`config.mk`:
```
export PLATFORM = sky130hd
export DESIGN_NAME = dot_requant
export DESIGN_NICKNAME = d
export VERILOG_FILES = /design/src/rtl/dot_requant.sv
export SDC_FILE = /design/constraint.sdc
export NUM_CORES = 1
export LEC_CHECK = 0
export CAP_MARGIN = 20
export CORE_ASPECT_RATIO = 1.1
export CORE_UTILIZATION = 63
export CTS_BUF_LIST = sky130_fd_sc_hd__clkbuf_4
export DETAILED_ROUTE_END_ITERATION = 8
export PLACE_DENSITY = 0.94
export SYNTH_ARGS = -nofsm -noshare
export SYNTH_HDL_FRONTEND = slang
export SYNTH_SLANG_ARGS = --single-unit
```
`constraint.sdc`:
```
create_clock -name clk -period 13.2 [get_ports clk]
set_clock_uncertainty 0.2 [all_clocks]
set_input_delay 1.98 -clock clk [delete_from_list [all_inputs] [get_ports clk]]
set_output_delay 1.98 -clock clk [all_outputs]
set_load 0.05 [all_outputs]
```
`src/rtl/dot_requant.sv`:
```
// ---------------------------------------------------------------------------
// dot_requant
//   Requantizes signed dot-product results from dot_engine into narrow signed
//   activations. Each accepted result has a bias added, is arithmetically
//   right-shifted with round-half-up, and is saturated to OUT_WIDTH bits.
//   Two-stage valid/ready pipeline with full backpressure, 1 result/cycle.
//
// Build option:
//   DOT_REQUANT_RELU_EN  when defined, negative results are forced to 0 after
//                        saturation (the ReLU clamp is not counted in sat_count).
//
// Ports:
//   clk        clock
//   reset      synchronous, active-high; flushes both stages
//   in_valid   upstream result valid
//   in_ready   block accepts in_data this cycle
//   in_data    signed dot-product result
//   bias       signed bias, captured with in_data
//   shift      right-shift amount, captured with in_data
//   out_valid  out_data valid
//   out_ready  downstream accepts out_data
//   out_data   signed requantized value
//   sat_count  saturated outputs since reset (sticks at all-ones)
//   busy       either pipeline stage holds data
// ---------------------------------------------------------------------------
module dot_requant #(
    parameter int IN_WIDTH    = 18,
    parameter int BIAS_WIDTH  = 16,
    parameter int OUT_WIDTH   = 8,
    parameter int SHIFT_WIDTH = 5,
    parameter int CNT_WIDTH   = 16
) (
    input  logic                          clk,
    input  logic                          reset,
    input  logic                          in_valid,
    output logic                          in_ready,
    input  logic signed [IN_WIDTH-1:0]    in_data,
    input  logic signed [BIAS_WIDTH-1:0]  bias,
    input  logic        [SHIFT_WIDTH-1:0] shift,
    output logic                          out_valid,
    input  logic                          out_ready,
    output logic signed [OUT_WIDTH-1:0]   out_data,
    output logic        [CNT_WIDTH-1:0]   sat_count,
    output logic                          busy
);

    // One extra bit holds in_data + bias without overflow; one more bit
    // leaves room for the rounding increment.
    localparam int SUM_W = IN_WIDTH + 1;
    localparam int RND_W = IN_WIDTH + 2;

    localparam logic signed [RND_W-1:0] RND_ONE = {{(RND_W-1){1'b0}}, 1'b1};
    localparam logic signed [RND_W-1:0] OUT_MAX =
        {{(RND_W-OUT_WIDTH+1){1'b0}}, {(OUT_WIDTH-1){1'b1}}};
    localparam logic signed [RND_W-1:0] OUT_MIN = ~OUT_MAX;

    // Pipeline state
    logic                          s1_valid_q,  s1_valid_d;
    logic signed [SUM_W-1:0]       s1_sum_q,    s1_sum_d;
    logic        [SHIFT_WIDTH-1:0] s1_shift_q,  s1_shift_d;
    logic                          s2_valid_q,  s2_valid_d;
    logic signed [OUT_WIDTH-1:0]   out_data_q,  out_data_d;
    logic        [CNT_WIDTH-1:0]   sat_count_q, sat_count_d;

    // Datapath intermediates
    logic                          s2_load;
    logic                          accept;
    logic        [SHIFT_WIDTH-1:0] sh;
    logic signed [RND_W-1:0]       sum_ext;
    logic signed [RND_W-1:0]       half;
    logic signed [RND_W-1:0]       rounded;
    logic signed [OUT_WIDTH-1:0]   result;
    logic                          sat_hit;

    // Handshake: S2 drains or refills whenever it is empty or being popped;
    // S1 can take new data whenever it is empty or emptying into S2.
    always_comb begin
        s2_load  = s1_valid_q & (~s2_valid_q | out_ready);
        in_ready = ~s1_valid_q | s2_load;
        accept   = in_valid & in_ready;
    end

    // Stage 1: bias add with explicit sign extension of both operands.
    always_comb begin
        s1_sum_d = s1_sum_q;
        s1_shift_d = s1_shift_q;
        if (accept) begin
            s1_sum_d = {{(SUM_W-IN_WIDTH){in_data[IN_WIDTH-1]}}, in_data}
                     + {{(SUM_W-BIAS_WIDTH){bias[BIAS_WIDTH-1]}}, bias};
            s1_shift_d = shift;
        end

        if (accept) begin
            s1_valid_d = 1'b1;
        end else if (s2_load) begin
            s1_valid_d = 1'b0;
        end else begin
            s1_valid_d = s1_valid_q;
        end
    end

    // Stage 2 datapath: round-half-up shift, then saturate.
    // Shift amounts beyond IN_WIDTH behave like IN_WIDTH, which already
    // reduces any sum to 0 or -1.
    always_comb begin
        if (32'(s1_shift_q) > IN_WIDTH) begin
            sh = SHIFT_WIDTH'(IN_WIDTH);
        end else begin
            sh = s1_shift_q;
        end

        sum_ext = {s1_sum_q[SUM_W-1], s1_sum_q};

        if (sh == '0) begin
            half = '0;
        end else begin
            half = RND_ONE <<< (sh - SHIFT_WIDTH'(1));
        end

        rounded = (sum_ext + half) >>> sh;

        sat_hit = 1'b0;
        result  = rounded[OUT_WIDTH-1:0];
        if (rounded > OUT_MAX) begin
            result  = OUT_MAX[OUT_WIDTH-1:0];
            sat_hit = 1'b1;
        end else if (rounded < OUT_MIN) begin
            result  = OUT_MIN[OUT_WIDTH-1:0];
            sat_hit = 1'b1;
        end

`ifdef DOT_REQUANT_RELU_EN
        // ReLU is applied after saturation and is not a saturation event.
        if (result[OUT_WIDTH-1]) begin
            result = '0;
        end
`endif
    end

    // Stage 2 registers and the sticky saturation counter.
    always_comb begin
        out_data_d  = out_data_q;
        sat_count_d = sat_count_q;
        if (s2_load) begin
            out_data_d = result;
            if (sat_hit && (sat_count_q != '1)) begin
                sat_count_d = sat_count_q + CNT_WIDTH'(1);
            end
        end

        if (s2_load) begin
            s2_valid_d = 1'b1;
        end else if (out_ready) begin
            s2_valid_d = 1'b0;
        end else begin
            s2_valid_d = s2_valid_q;
        end
    end

    always_ff @(posedge clk) begin
        if (reset) begin
            s1_valid_q  <= 1'b0;
            s1_sum_q    <= '0;
            s1_shift_q  <= '0;
            s2_valid_q  <= 1'b0;
            out_data_q  <= '0;
            sat_count_q <= '0;
        end else begin
            s1_valid_q  <= s1_valid_d;
            s1_sum_q    <= s1_sum_d;
            s1_shift_q  <= s1_shift_d;
            s2_valid_q  <= s2_valid_d;
            out_data_q  <= out_data_d;
            sat_count_q <= sat_count_d;
        end
    end

    assign out_valid = s2_valid_q;
    assign out_data  = out_data_q;
    assign sat_count = sat_count_q;
    assign busy      = s1_valid_q | s2_valid_q;

endmodule
```
==> results of run 1 <==
[sequential cells by signal, indices dropped and copies added (netlist names)]
signal,cells
out_data,8
out_valid,1
s1_shift_q,5
s1_sum_q,19
s1_valid_q,1
sat_count,16
[area by class of cell]
cell class / count / area [um^2] / share of cell area
Multi-Input combinational cell: 630 / 4203 / 0.6761
Clock buffer: 6 / 45.04 / 0.007246
Clock inverter: 2 / 37.54 / 0.006039
Tap cell: 111 / 138.9 / 0.02234
Sequential cell: 50 / 1001 / 0.1610
Inverter: 24 / 90.09 / 0.01449
Timing Repair Buffer: 71 / 700.7 / 0.1127
[cell families after synthesis]
family / after synthesis
AND/OR/NAND/NOR: 301
AO/OA/AOI/OAI: 237
buffers and inverters: 61
flip-flops: 50
adder cells (fa/ha/maj): 40
multiplexers: 32
XOR/XNOR: 19
other: 1
[layer usage]
layer	up-vias	share of wire
met3	66	0.070
met2	337	0.48
met1	2807	0.41
met5	-	0
met4	0	0.045
li1	2830	-
[worst reg2reg max path: cells and delay by family (launching register included)]
| kind | cells | cell delay (ns) |
|---|---|---|
| compound gates | 10 | 3.33 |
| simple gates | 6 | 1.53 |
| flops | 1 | 0.56 |
| mux | 1 | 0.38 |
| buf+inv | 2 | 0.36 |
| fa+ha+maj | 1 | 0.36 |
[worst paths after layout]
check,from,to,depth (start not counted)
setup / recovery,s1_shift_q[3],sat_count[8],20
hold / removal,s1_sum_q[17],s1_sum_q[17],2
setup reg to reg,s1_shift_q[3],sat_count[8],20
hold reg to reg,s1_sum_q[17],s1_sum_q[17],2
[metrics by stage]
step	utilization	total power, W	instances	worst slack (ns)	instance area [um^2]
2_1_floorplan	-	0.0003334	741	8.015	5461
3_3_place_gp	0.7295	0.0003847	886	6.622	6133
3_5_place_dp	0.7295	0.0003892	886	6.596	6133
4_1_cts	0.7393	0.0004846	894	6.569	6216
5_1_grt	0.7393	0.0005145	894	6.096	6216
6_report	0.7393	0.0004919	894	6.396	6216
[power by group through the flow]
stage	Sequential, W	Combinational [W]	Clock, W
final	0.000171	0.000224	0.0000971
after global routing	0.000172	0.000241	0.000102
after CTS	0.000171	0.000217	0.0000968
after detailed placement	0.000174	0.000215	0
after global placement	0.000173	0.000211	0
after floorplan	0.000178	0.000155	0
[synthesized netlist by cell type (3+ instances only)]
library cell	instances
mux2_2	12
nand2_1	88
a211oi_2	5
nor2_1	76
o21a_1	14
nand2b_1	8
buf_6	3
nor2b_1	18
o211a_1	3
mux2i_1	13
or2_2	5
clkinv_1	4
nand3_1	21
a21o_1	8
o21ai_0	32
nor4_1	6
xnor2_1	16
or3_1	5
o221ai_1	4
nor3_1	27
and2_1	10
o31ai_1	4
buf_2	4
mux2_1	3
dfxtp_1	50
a2111oi_0	4
and3_1	15
ha_1	38
a31oi_1	3
mux4_2	3
a21oi_2	5
o211ai_1	8
nand4_1	9
inv_1	20
clkbuf_1	27
o32ai_1	4
a211oi_1	14
a21oi_1	79
nand3b_1	4
a211o_1	5
xor2_1	3
a221oi_1	4
[cell usage in the layout (no fill, tap or decap), types with 6 or more instances in the layout]
cell type and n:
xnor2_1 16, clkbuf_4 6, a21o_1 8, nand4_1 9, clkdlybuf4s50_1 68, a21oi_1 79, mux2_2 12, o211ai_1 8
nand2b_1 8, nand2_1 88, ha_1 38, nor2b_1 18, and3_1 15, o21a_1 14, a211oi_1 14, and2_1 10
dfxtp_1 50, nor2_1 76, inv_1 20, nor3_1 27, mux2i_1 13, nor4_1 6, nand3_1 21, o21ai_0 32
==> flow_metrics.env, run 1 <==
export IMPL_overflow=0
export IMPL_muxShareOfSynthArea=0.06987
export IMPL_ys_flop_type="dfxtp_1"
export IMPL_cp_top_family="compound AO/OA/AOI/OAI gates"
export IMPL_top_usage_layer="met2"
export IMPL_placementRows=35
export IMPL_cts_inserted_buffers=5
export IMPL_critPathMaxStageDelay_ns=0.68
export IMPL_arrival_ns=6.90
export IMPL_vdd_drop_max_v=0.00005679
export IMPL_grt_use_met2=0.6288
export IMPL_ios=70
export IMPL_vias=6040
export IMPL_cp_common_cell="nor3_1"
export IMPL_drtPass1Iterations=5
export IMPL_tritoncts="done"
export IMPL_setup_viol=0
export IMPL_hold_viol_final=0
export IMPL_tns_ns=0
export IMPL_antenna_found_initial=0
export IMPL_grt_total_usage=0.3621
export IMPL_areaGrowthSynthToFinish_pct=13.81
export IMPL_grtUsageMet3=0.04128
export IMPL_ys_seq_elements=50
export IMPL_grt_use_met1=0.4431
export IMPL_status="finished clean"
export IMPL_cts_setup_buffers=0
export IMPL_crit_type="flop to flop"
export IMPL_seqPwrFrac=0.348
export IMPL_hpwl_um=12700
export IMPL_cp_required_ns=13.29
export IMPL_viasPerCell=6.756
export IMPL_fillCellCount=641
export IMPL_tightestPinTransition_ns=1.036
export IMPL_grt_max_degree=59
export IMPL_die_width_um=90.78
export IMPL_synth_fa_ha_area_frac=0.09439
export IMPL_ys_warn_count=0
export IMPL_ant_nets=0
export IMPL_finalNetCount=865
export IMPL_synth_area_per_cell_um2=7.370
export IMPL_yosysTopAreaCell="dfxtp_1"
export IMPL_drive_above_1_share=0.07663
export IMPL_hold_class="flop to flop"
export IMPL_drt_iter0_drc=676
export IMPL_sw_frac_of_total=0.4099
export IMPL_cts_clk_slew_worst_paths_ns=0.16
export IMPL_combPwrFrac=0.455
export IMPL_grt_pass1_vias=5667
export IMPL_synth_area_um2=5461
export IMPL_die_area_um2=9046
export IMPL_critPathMaxFanout=22
export IMPL_gp_congestion=0.9973
export IMPL_cts_root_buf="clkbuf_4"
export IMPL_fp_dieH_um=99.65
export IMPL_synthXorXnorAreaFrac=0.03047
export IMPL_htree_levels=2
export IMPL_netlist_instances=741
export IMPL_ys_types=84
export IMPL_ctsResizeCount=0
export IMPL_initial_core_util=0.6496
export IMPL_clkPwrFrac=0.197
export IMPL_p_per_area_nw_per_um2=79.14
export IMPL_p_int_w=0.0002903
export IMPL_synth_top_family_by_area="compound AO/OA/AOI/OAI gates"
export IMPL_synth_simple_area_share=0.2653
export IMPL_diodes=0
export IMPL_fin_hold_ws_ns=0.2689
export IMPL_crit_slowest_cell="a2111oi_0"
export IMPL_grt_pass1_wl_um=26790
export IMPL_min_period_ns=6.804
export IMPL_path_buf_inv=2
export IMPL_clock_sinks=50
export IMPL_worstSkewPairLatency_ns=0.38
export IMPL_finalMaxSlewViolations=0
export IMPL_fmax_ghz=0.1470
export IMPL_synth_enable_flop_cells=0
export IMPL_period_share=0.5154
export IMPL_rrSetupSlack_ns=6.40
export IMPL_leakage_nw=2.457
export IMPL_synth_compound_area_frac=0.3088
export IMPL_cp_start_kind="flop"
export IMPL_synth_area_leaders="dfxtp_1 (18%), ha_1 (8.7%), a21oi_1 (7.2%), nand2_1 (6.0%), nor2_1 (5.2%)"
export IMPL_routed_wl_um=16630
export IMPL_endpoint_kind="flop"
export IMPL_synthArstFlopShare=0
export IMPL_coreArea_um2=8408
export IMPL_crit_chain="nor3_1 > nand2b_1 > inv_1 > nor2_1 > buf_4 > nand2_1 > nor3_1 > ha_1 > a211oi_2 > o211ai_2 > a21boi_4 > a211oi_2 > o21a_1 > a2111oi_0 > a2111oi_0 > a211oi_1 > nor3_1 > a31o_2 > a2111oi_1 > mux2_2"
export IMPL_routedWlPerCell_um=18.60
export IMPL_worst_slew_margin_rel=0.3093
export IMPL_rsz0062_at_grt="no"
export IMPL_synth_net_count=824
export IMPL_ys_seq_area_frac=0.1833
export IMPL_synth_top_area_share=0.1833
export IMPL_clock_path_buffers=2
export IMPL_drv_cap=0
export IMPL_ctsHoldBuffers=0
export IMPL_p_sw_w=0.0002016
export IMPL_io_buffer_count=69
export IMPL_post_route_drc_count=0
Power figures use the tool's default switching activity.
==> inputs of run 2 (changes only) <==
--- a/config.mk
+++ b/config.mk
@@ -7,10 +7,10 @@
 export LEC_CHECK = 0
 export CAP_MARGIN = 20
 export CORE_ASPECT_RATIO = 1.1
-export CORE_UTILIZATION = 63
+export CORE_UTILIZATION = 53
 export CTS_BUF_LIST = sky130_fd_sc_hd__clkbuf_4
 export DETAILED_ROUTE_END_ITERATION = 8
-export PLACE_DENSITY = 0.94
+export PLACE_DENSITY = 0.85
 export SYNTH_ARGS = -nofsm -noshare
 export SYNTH_HDL_FRONTEND = slang
 export SYNTH_SLANG_ARGS = --single-unit
==> constraint.sdc (replaced) <==
create_clock -name clk -period 6.1 [get_ports clk]
set_clock_uncertainty 0.2 [all_clocks]
set_input_delay 0.915 -clock clk [delete_from_list [all_inputs] [get_ports clk]]
set_output_delay 0.915 -clock clk [all_outputs]
set_load 0.05 [all_outputs]
==> flow_metrics.env, run 2 (synthesis gave the netlist of run 1 again) <==
export IMPL_cp_required_ns=6.18
export IMPL_setup_viol=0
export IMPL_cts_setup_buffers=0
export IMPL_post_route_drc_count=0
export IMPL_tns_ns=0
export IMPL_clock_path_buffers=2
export IMPL_drt_iter0_drc=451
export IMPL_rsz0062_at_grt="no"
export IMPL_viasPerCell=6.439
export IMPL_areaGrowthSynthToFinish_pct=20.11
export IMPL_layout_common_cells="nand2_1 (88), a21oi_1 (79), nor2_1 (76)"
export IMPL_ctsResizeCount=0
export IMPL_grt_pass1_vias=5808
export IMPL_grt_pass1_wl_um=27660
export IMPL_htree_levels=2
export IMPL_routed_wl_um=16790
export IMPL_ant_nets=0
export IMPL_period_share=0.9334
export IMPL_cp_start_kind="flop"
export IMPL_layout_cells_most_common="nand2_1"
export IMPL_vdd_drop_max_v=0.0001325
export IMPL_ctsHoldBuffers=0
export IMPL_routedWlPerCell_um=17.73
export IMPL_clock_sinks=50
export IMPL_vias=6098
export IMPL_hold_viol_final=0
export IMPL_die_area_um2=10710
export IMPL_drtPass1Iterations=5
export IMPL_cts_root_buf="clkbuf_4"
export IMPL_grt_max_degree=59
export IMPL_crit_type="flop to flop"
export IMPL_overflow=0
export IMPL_grt_total_usage=0.3213
export IMPL_fmax_ghz=0.1756
export IMPL_io_buffer_count=69
export IMPL_finalMaxSlewViolations=0
export IMPL_worstSkewPairLatency_ns=0.39
export IMPL_leakage_nw=2.679
export IMPL_arrival_ns=5.78
export IMPL_coreArea_um2=9937
export IMPL_cts_inserted_buffers=5
export IMPL_fp_dieH_um=108.5
export IMPL_crit_chain="nor3_1 > nand2b_1 > inv_1 > nor2_1 > nand2_1 > nor3_1 > ha_1 > a211oi_2 > o211ai_2 > a21boi_4 > buf_4 > o211ai_1 > nand3_1 > a211oi_1 > o32ai_1 > o221ai_1 > o41ai_1 > a31o_2 > buf_4 > a21oi_2 > mux2_4"
export IMPL_hpwl_um=13370
export IMPL_hold_class="flop to flop"
export IMPL_diodes=0
export IMPL_initial_core_util=0.5496
export IMPL_min_period_ns=5.694
export IMPL_gp_congestion=0.9659
export IMPL_tightestPinTransition_ns=0.9838
export IMPL_utilization=0.6602
export IMPL_critPathMaxFanout=11
export IMPL_crit_slowest_cell="o41ai_1"
export IMPL_tritoncts="done"
export IMPL_drive_above_1_share=0.1258
export IMPL_p_per_area_nw_per_um2=168.2
export IMPL_regMostFlops="s1_sum_q"
export IMPL_status="finished clean"
export IMPL_largest_reg_flops=19
export IMPL_ios=70
export IMPL_antenna_found_initial=0
export IMPL_finalNetCount=909
export IMPL_fillCellCount=828
export IMPL_worst_slew_margin_rel=0.3441
export IMPL_endpoint_kind="flop"
export IMPL_drv_cap=0
export IMPL_placementRows=38
export IMPL_critPathMaxStageDelay_ns=0.49
export IMPL_die_width_um=98.79
export IMPL_cts_clk_slew_worst_paths_ns=0.17
## run 2: layout make-up
cell class | count | area, um^2 | share of cell area
Multi-Input combinational cell | 630 | 4203 | 0.6407
Clock inverter | 3 | 47.55 | 0.007248
Sequential cell | 50 | 1001 | 0.1526
Timing Repair Buffer | 115 | 1031 | 0.1572
Tap cell | 120 | 150.1 | 0.02289
Clock buffer | 5 | 37.54 | 0.005722
Inverter | 24 | 90.09 | 0.01373
## run 2: final timing paths
check,from,to,cells past startpoint,slack [ns]
min,s1_sum_q[5],s1_sum_q[5],2,0.28
max reg2reg,s1_shift_q[1],sat_count[0],21,0.41
max,s1_shift_q[1],sat_count[0],21,0.41
min reg2reg,s1_sum_q[5],s1_sum_q[5],2,0.28
## run 2: report_power, final
part / leakage (nW) / total [W] / switching (W) / internal [W]
sequential: 0.409 / 0.000365 / 0.0000171 / 0.000348
clock: 0.0462 / 0.000210 / 0.000121 / 0.0000895
combinational: 2.22 / 0.000529 / 0.000305 / 0.000223
total: 2.68 / 0.00110 / 0.000443 / 0.000660
## run 2: per-layer routing
| metal | wire length (um) | up-vias | track usage |
|---|---|---|---|
| li1 | - | 2910 | - |
| met1 | 7264 | 2874 | 0.4066 |
| met2 | 7817 | 252 | 0.5460 |
| met3 | 937 | 62 | 0.03361 |
| met4 | 769 | 0 | 0.1578 |
| met5 | 0 | - | 0 |
## run 2: worst max-delay path: cells and delay by family (launching register included)
| kind | cells | cell delay (ns) |
|---|---|---|
| buffers and inverters | 3 | 0.46 |
| AND/OR/NAND/NOR | 6 | 1.31 |
| AO/OA/AOI/OAI | 10 | 2.58 |
| flip-flops | 1 | 0.42 |
| multiplexers | 1 | 0.29 |
| adder cells (fa/ha/maj) | 1 | 0.33 |
## run 2: metrics by stage
| stage | instance area, um^2 | hold slack, ns | power (W) | worst slack, ns | std cells |
|---|---|---|---|---|---|
| after floorplan | 5461 | 0.2362 | 0.0007214 | 0.9148 | 741 |
| after global placement | 6475 | 0.2466 | 0.0008765 | 0.7759 | 939 |
| after detailed placement | 6475 | 0.2581 | 0.0008864 | 0.6339 | 939 |
| after CTS | 6560 | 0.2786 | 0.001096 | 0.5773 | 947 |
| after global routing | 6560 | 0.3010 | 0.001165 | 0.1582 | 947 |
| final | 6560 | 0.2756 | 0.001104 | 0.4063 | 947 |
